[config.mk]
export PLATFORM = sky130hd
export DESIGN_NAME = seg_scan_driver
export DESIGN_NICKNAME = d
export VERILOG_FILES = /design/src/rtl/seg_scan_pkg.sv /design/src/rtl/seg7_encode.sv /design/src/rtl/seg_scan_driver.sv
export SDC_FILE = /design/constraint.sdc
export NUM_CORES = 1
export LEC_CHECK = 0
export ABC_AREA = 1
export CORE_UTILIZATION = 36
export DETAILED_ROUTE_END_ITERATION = 16
export PLACE_DENSITY = 0.56
export SYNTH_ARGS = -nofsm -noshare
export SYNTH_HDL_FRONTEND = slang
export SYNTH_HIERARCHICAL = 1
export SYNTH_SLANG_ARGS = --single-unit
[constraint.sdc]
create_clock -name clk -period 5.6 [get_ports clk]
set_clock_uncertainty 0.15 [all_clocks]
set_input_delay 1.12 -clock clk [delete_from_list [all_inputs] [get_ports clk]]
set_output_delay 1.12 -clock clk [all_outputs]
set_load 0.05 [all_outputs]
[src/rtl/seg_scan_pkg.sv]
// Shared types and constants for the two-digit seven-segment scan driver.
package seg_scan_pkg;

    typedef enum logic {
        S_UNITS = 1'b0,
        S_TENS  = 1'b1
    } state_t;

    localparam logic [6:0] SEG_BLANK = 7'h00;
    localparam logic [1:0] DIGIT_OFF = 2'b11;

    // gfedcba patterns, entry 0 is the rightmost element
    localparam logic [9:0][6:0] SEG_LUT = {
        7'h6F, 7'h7F, 7'h07, 7'h7D, 7'h6D,
        7'h66, 7'h4F, 7'h5B, 7'h06, 7'h3F
    };

endpackage

[src/rtl/seg7_encode.sv]
// Combinational BCD to seven-segment (gfedcba, active-high) encoder.
module seg7_encode
    import seg_scan_pkg::*;
(
    input  logic [3:0] bcd,
    output logic [6:0] seg
);

    always_comb begin
        seg = SEG_BLANK;
        if (bcd <= 4'd9) begin
            seg = SEG_LUT[bcd];
        end
    end

endmodule

[src/rtl/seg_scan_driver.sv]
// Two-digit multiplexed seven-segment scan driver with frame-aligned value latch
// and wrap-pulse detect. Define SEG_SCAN_LZB_EN to blank a leading zero tens digit.
module seg_scan_driver
    import seg_scan_pkg::*;
#(
    parameter int SCAN_DIV = 4,
    parameter int DIV_W    = 8
) (
    input  logic       clk,
    input  logic       reset,
    input  logic [3:0] value,
    output logic [6:0] seg,
    output logic [1:0] digit_sel,
    output logic       wrap_pulse
);

    localparam logic [DIV_W-1:0] PRESC_LAST = DIV_W'(SCAN_DIV - 1);

    state_t           state;
    logic [DIV_W-1:0] prescaler;
    logic [3:0]       shadow;
    logic [3:0]       value_d;

    logic       tens;
    logic [3:0] units;
    logic [3:0] digit;
    logic [6:0] seg_next;

    always_comb begin
        tens  = (shadow >= 4'd10);
        units = tens ? (shadow - 4'd10) : shadow;
        digit = (state == S_TENS) ? {3'b000, tens} : units;
    end

    seg7_encode u_enc (
        .bcd (digit),
        .seg (seg_next)
    );

    always_ff @(posedge clk) begin
        if (reset) begin
            prescaler  <= '0;
            state      <= S_UNITS;
            shadow     <= value;
            value_d    <= 4'd0;
            seg        <= SEG_BLANK;
            digit_sel  <= DIGIT_OFF;
            wrap_pulse <= 1'b0;
        end else begin
            // value_d clears in reset, so the first compare after reset cannot fire
            value_d    <= value;
            wrap_pulse <= (value < value_d);

            if (prescaler == PRESC_LAST) begin
                prescaler <= '0;
                state     <= (state == S_UNITS) ? S_TENS : S_UNITS;
                // end of the tens slot closes the frame: latch the next digit pair
                if (state == S_TENS) begin
                    shadow <= value;
                end
            end else begin
                prescaler <= prescaler + 1'b1;
            end

            if (state == S_UNITS) begin
                seg       <= seg_next;
                digit_sel <= 2'b10;
            end else begin
`ifdef SEG_SCAN_LZB_EN
                if (!tens) begin
                    seg       <= SEG_BLANK;
                    digit_sel <= DIGIT_OFF;
                end else begin
                    seg       <= seg_next;
                    digit_sel <= 2'b01;
                end
`else
                seg       <= seg_next;
                digit_sel <= 2'b01;
`endif
            end
        end
    end

endmodule
==> impl_metrics.csv, run 1 <==
group,metric,value,unit
outcome,status,"complete, no violations",
layout,seqCellArea,580.6,sq um
critical_path,rr_worst_depth,10,
synth,synthFlopType,"dfxtp_1",
critical_path,slowest_delay,670,ps
timing,slew_viol_final,0,
timing,fmax,0.3524,GHz
synth,synth.most_common_cell,"nand2_1",
drt,vias_per_cell,4.328,
global_routing,track_usage,13.13,%
critical_path,r2r-end,"seg[4]",
timing,finalHoldViolCount,0,
place,detailed_place_hpwl,1.791,mm
synth,syn_nets,199,
floorplan,die_h,63.10,um
global_routing,first_global_vias,1042,
clocking,ctsHoldBuffers,0,
global_routing,antenna_found_initial,0,
synth,synth-edff-count,4,
timing,setup_ws,2762,ps
layout,multi_input_area,604.3,sq um
critical_path,reg2reg_slack,3360,ps
critical_path,crit_chain,"clkdlybuf4s50_1 -> inv_1 -> nand2_1 -> o21ai_0",
drt,drtPass1Iterations,4,
worst_hold_path,hold_path.class,"flip-flop to flip-flop",
timing,relSlewSlack,47.55,%
drt,drc,0,
place,dpl.cell_count,243,
clocking,clock_latency,260,ps
clocking,ctsRootBufferMaster,"clkbuf_8",
power_and_ir_drop,p_leak,0.7842,nW
synth,synth_common_cells,"nand2_1, inv_1, nor2_1, dfxtp_1, ha_1",
global_routing,grt_pass1_wl,4.215,mm
critical_path,cp.arrival,2600,ps
layout,drive_above_1_share,11.94,%
layout,fillCellCount,335,
timing,worst_pin_slew,786.8,ps
layout,num_antenna_cells,0,
run,maxCapViolCount,0,
drt,ant_nets,0,
layout,finalCoreUtilization,46.27,%
timing,rsz0062_at_grt,"false",
synth,ys_ff_latch,27,
synth,synth-async-reset-ratio,0,%
critical_path,worst_path_max_delay_cell,"clkdlybuf4s50_1",
floorplan,dieArea,3981,sq um
critical_path,required,5360,ps
timing,finalCriticalPeriod,2838,ps
synth,syn_area,1344,sq um
synth,netlist.area_leader.share,34.26,%
floorplan,rows,21,
floorplan,io_pins,16,
global_routing,grt_max_degree,16,
timing,setup_violations,0,
floorplan,die_w,63.10,um
floorplan,core_area,3442,sq um
clocking,htreeDepth,1,
clocking,cts_resized,0,
synth,ys_seq_area_share,43.20,%
timing,period_share,50.67,%
power_and_ir_drop,vdd_drop_max,0.1203,mV
place,gp_congestion,0.7772,
timing,setup_tns,0,ps
synth,avgSynthCellArea,7.343,sq um
global_routing,grt-ovfl-total,0,
power_and_ir_drop,power.density,273.4,nW/um^2
drt,drtIter0Drc,22,
drt,wl_per_cell,8.968,um
clocking,post-cts-setup-buffer-count,0,
synth,ys_warn_count,6,
synth,syn_inst,183,
clocking,clockBufferDepth,2,
critical_path,critPathTopFamily,"buffers and inverters",
critical_path,path_max_fanout,15,
layout,stdcell_count,247,
floorplan,start_util,39.04,%
drt,routed_wl,2.215,mm
worst_hold_path,hold_start,"prescaler[0]",
critical_path,r2r_start,"shadow[1]",
layout,fin_nets,218,
critical_path,worstSetupStartpointType,"primary input",
worst_hold_path,whs_endpoint,"prescaler[0]",
critical_path,critPathCaptureType,"flip-flop",
synth,yosysTopAreaCell,"dfxtp_1",
clocking,cts_tree,"done",
clocking,cts_buffers,3,
place,pre_cts_ws,2430,ps
layout,syn_to_final_growth,18.53,%
synth,synth_area_leaders,"dfxtp_1, nand2_1, inv_1",
drt,routed-via-count,1069,
clocking,cts.clk_slew.worst_paths,90,ps
critical_path,crit_buf_inv,2,
worst_hold_path,min_path_cells,1,
clocking,clkSinkCount,27,
critical_path,worstSetupPathType,"primary input to flip-flop",
synth,yosysUniqueCellTypes,19,
place,port_buffers,15,
power breakdown:
| group | total, mW | switching [mW] | internal [mW] |
|---|---|---|---|
| registers | 0.217 | 0.00589 | 0.211 |
| clock network | 0.105 | 0.0551 | 0.0497 |
| logic | 0.114 | 0.0745 | 0.0395 |
| total | 0.436 | 0.135 | 0.300 |
placed cells by master, fill, tap and decap left out:
| master | Yosys | final |
|---|---|---|
| inv_1 | 37 | 37 |
| nand2_2 | 5 | 5 |
| clkinv_2 | 0 | 1 |
| a21oi_1 | 2 | 2 |
| a21oi_2 | 4 | 4 |
| or2_2 | 1 | 1 |
| o21ai_2 | 1 | 1 |
| o21ai_0 | 6 | 6 |
| nand2_1 | 39 | 39 |
| nor2_1 | 30 | 30 |
| nand3_1 | 9 | 9 |
| edfxtp_1 | 4 | 4 |
| inv_2 | 4 | 4 |
| nor2_2 | 4 | 4 |
| a221oi_1 | 1 | 1 |
| dfxtp_1 | 23 | 23 |
| clkbuf_8 | 0 | 3 |
| xor2_1 | 1 | 1 |
| nand2_4 | 1 | 1 |
| clkdlybuf4s50_1 | 0 | 15 |
| ha_1 | 10 | 10 |
cells by family (layout without fill, tap and decap cells):
kind of cell / count (synthesis) / after routing / share of synthesized area (%)
compound gates: 14 / 14 / 6.890
xor+xnor: 1 / 1 / 0.6519
fa+ha+maj: 10 / 10 / 9.311
buf+inv: 42 / 60 / 11.82
flops: 27 / 27 / 43.20
simple gates: 89 / 89 / 28.12
final cells by class:
cell class                      count  area share, %
Clock buffer                        3          2.592
Tap cell                           46          3.614
Inverter                           41          9.662
Multi-Input combinational cell    114          37.94
Clock inverter                      1         0.3142
Sequential cell                    27          36.45
Timing Repair Buffer               15          9.427
stage by stage:
| stage | power [mW] | instance area [sq um] | hold WS [ps] |
|---|---|---|---|
| 5_1_grt | 0.4677 | 1593 | 327.5 |
| 6_report | 0.4355 | 1593 | 310.2 |
| 3_3_place_gp | 0.3340 | 1546 | 275.9 |
| 4_1_cts | 0.4451 | 1593 | 307.8 |
| 3_5_place_dp | 0.3363 | 1546 | 286.5 |
| 2_1_floorplan | 0.3038 | 1344 | 267.6 |
state kept, by name, indices dropped and copies added, names as in the netlist:
name	cells
digit_sel	2
prescaler	8
seg	7
shadow	4
state	1
value_d	4
wrap_pulse	1
metal layers:
layer / up-vias / GRT usage, % / part of all wire, %
met1: 475 / 17.26 / 53
met2: 10 / 20.83 / 44
met3: 2 / 2.174 / 2.1
met4: 0 / 6.105 / 0.86
met5: - / 0 / 0
li1: 582 / - / -
how the worst max path moves through the flow:
stage	cells after the start	from	slack [ps]	endpoint
after global routing	4	reset	2520	shadow[1]
after detailed placement	4	reset	2430	shadow[1]
final	4	reset	2760	shadow[1]
after CTS	4	reset	2720	shadow[1]
after global placement	4	reset	2510	shadow[0]
after floorplan	3	reset	3410	shadow[0]
Power figures use the tool's default switching activity.
==> run 2: changes to the inputs <==
- clock period: 5.6 -> 2.84 ns (I/O delays scaled with it)
==> impl_metrics.csv, run 2 (synthesis results as in run 1) <==
group,metric,value,unit
clocking,cts_buffers,3,
clocking,clock_latency,270,ps
power_and_ir_drop,p_int,0.5963,mW
layout,num_antenna_cells,0,
critical_path,crit_chain,"clkdlybuf4s50_1",
worst_hold_path,hold_start,"prescaler[0]",
timing,rsz0062_at_grt,"false",
floorplan,core_area,3442,sq um
drt,ant_nets,0,
critical_path,critPathCaptureType,"output pin",
timing,period_share,75.50,%
global_routing,first_global_vias,1084,
layout,seqCellArea,580.6,sq um
global_routing,antenna_found_initial,0,
critical_path,worst_path_max_delay_cell,"clkdlybuf4s50_1",
power_and_ir_drop,power_frac_clock,25.2,%
critical_path,r2r_start,"state",
run,maxCapViolCount,0,
place,detailed_place_hpwl,1.837,mm
critical_path,critPathTopFamily,"buffers and inverters",
critical_path,worstSetupPathType,"flip-flop to output pin",
floorplan,die_w,63.10,um
layout,drive_above_1_share,12.81,%
critical_path,required,2120,ps
critical_path,slowest_delay,810,ps
critical_path,r2r-end,"seg[2]",
clocking,cts_tree,"done",
critical_path,reg2reg_slack,730,ps
global_routing,track_usage,13.91,%
floorplan,die_h,63.10,um
floorplan,rows,21,
layout,syn_to_final_growth,19.83,%
clocking,post-cts-setup-buffer-count,0,
worst_hold_path,min_path_cells,1,
layout,fin_nets,220,
floorplan,io_pins,16,
drt,drtPass1Iterations,4,
global_routing,grt_pass1_wl,4.402,mm
critical_path,path_max_fanout,1,
clocking,ctsRootBufferMaster,"clkbuf_8",
global_routing,grt_max_degree,17,
worst_hold_path,hold_path.class,"flip-flop to flip-flop",
critical_path,rr_worst_depth,10,
power_and_ir_drop,vdd_drop_max,0.2581,mV
layout,fillCellCount,346,
place,port_buffers,15,
layout,largest_reg_flops,8,
timing,finalHoldViolCount,0,
power_and_ir_drop,seqPwrFrac,48.8,%
timing,worst_pin_slew,499.6,ps
critical_path,cp.arrival,1430,ps
place,gp_congestion,0.8471,
power_and_ir_drop,fin_total_pwr,0.8751,mW
timing,setup_tns,0,ps
drt,drtIter0Drc,41,
floorplan,start_util,39.04,%
timing,hold-worst-slack,309.2,ps
clocking,cts.clk_slew.worst_paths,90,ps
drt,routed_wl,2.289,mm
clocking,cts_resized,0,
timing,slew_viol_final,0,
drt,vias_per_cell,4.390,
layout,final_cell_mix,"nand2_1, inv_1, nor2_1",
power_and_ir_drop,swShare,31.85,%
power_and_ir_drop,power.density,543.4,nW/um^2
power_and_ir_drop,power_switching,0.2787,mW
timing,fmax,0.4663,GHz
global_routing,grt-ovfl-total,0,
critical_path,worstSetupStartpointType,"flip-flop",
timing,setup_violations,0,
drt,routed-via-count,1093,
layout,top_regs,"prescaler x8, seg x7",
clocking,ctsHoldBuffers,0,
power_and_ir_drop,p_leak,0.7901,nW
clocking,htreeDepth,1,
critical_path,crit_start,"digit_sel[1]",
clocking,clkSinkCount,27,
drt,wl_per_cell,9.193,um
critical_path,crit_buf_inv,1,
floorplan,dieArea,3981,sq um
worst_hold_path,whs_endpoint,"prescaler[0]",
power_and_ir_drop,pwr-share-comb,26.0,%
layout,largest-register,"prescaler",
layout,multi_input_area,604.3,sq um
drt,drc,0,
layout,final_common_cell,"nand2_1",
clocking,clockBufferDepth,2,
outcome,status,"complete, no violations",
timing,finalCriticalPeriod,2144,ps
timing,relSlewSlack,66.34,%
run 2: cell types whose count changed in the layout (fill, tap and decap cells not counted), sizes merged:
cell / change
buf: +2
clkinvlp: +1
clkinv: -1
run 2: area by class of cell:
cell class	instances	share of cell area, %
multi-input combinational	114	37.53
sequential	27	36.05
inverter	41	9.557
tap	46	3.574
clock buffer	3	2.564
timing repair buffer	17	10.26
clock inverter	1	0.4662
run 2: worst max path at each step:
| stage | endpoint | slack, ps | cells past startpoint |
|---|---|---|---|
| after CTS | digit_sel[1] | 670 | 1 |
| final | digit_sel[1] | 700 | 1 |
| after floorplan | seg[6] | 900 | 10 |
| after detailed placement | shadow[2] | 630 | 4 |
| after global routing | seg[4] | 520 | 10 |
| after global placement | shadow[0] | 700 | 4 |
run 2: per-stage QoR:
| stage | cells | setup slack, ps | utilization (%) | area [sq um] |
|---|---|---|---|---|
| 2_1_floorplan | 183 | 900.6 | - | 1344 |
| 3_3_place_gp | 245 | 701.3 | 45.37 | 1562 |
| 3_5_place_dp | 245 | 630.6 | 45.37 | 1562 |
| 4_1_cts | 249 | 668.7 | 46.78 | 1610 |
| 5_1_grt | 249 | 519.4 | 46.78 | 1610 |
| 6_report | 249 | 695.7 | 46.78 | 1610 |
run 2: metal layers:
layer | track usage (%) | vias up | wire (um)
met3 | 2.174 | 5 | 48
met1 | 17.62 | 489 | 1169
met4 | 6.977 | 0 | 47
met2 | 22.72 | 14 | 1023
met5 | 0 | - | 0
li1 | - | 585 | -
run 2: power by group through the flow:
stage	registers (mW)	clock network [mW]	logic [mW]
2_1_floorplan	0.490	0	0.109
3_3_place_gp	0.435	0	0.226
3_5_place_dp	0.437	0	0.229
4_1_cts	0.428	0.234	0.231
5_1_grt	0.430	0.251	0.257
6_report	0.427	0.221	0.227
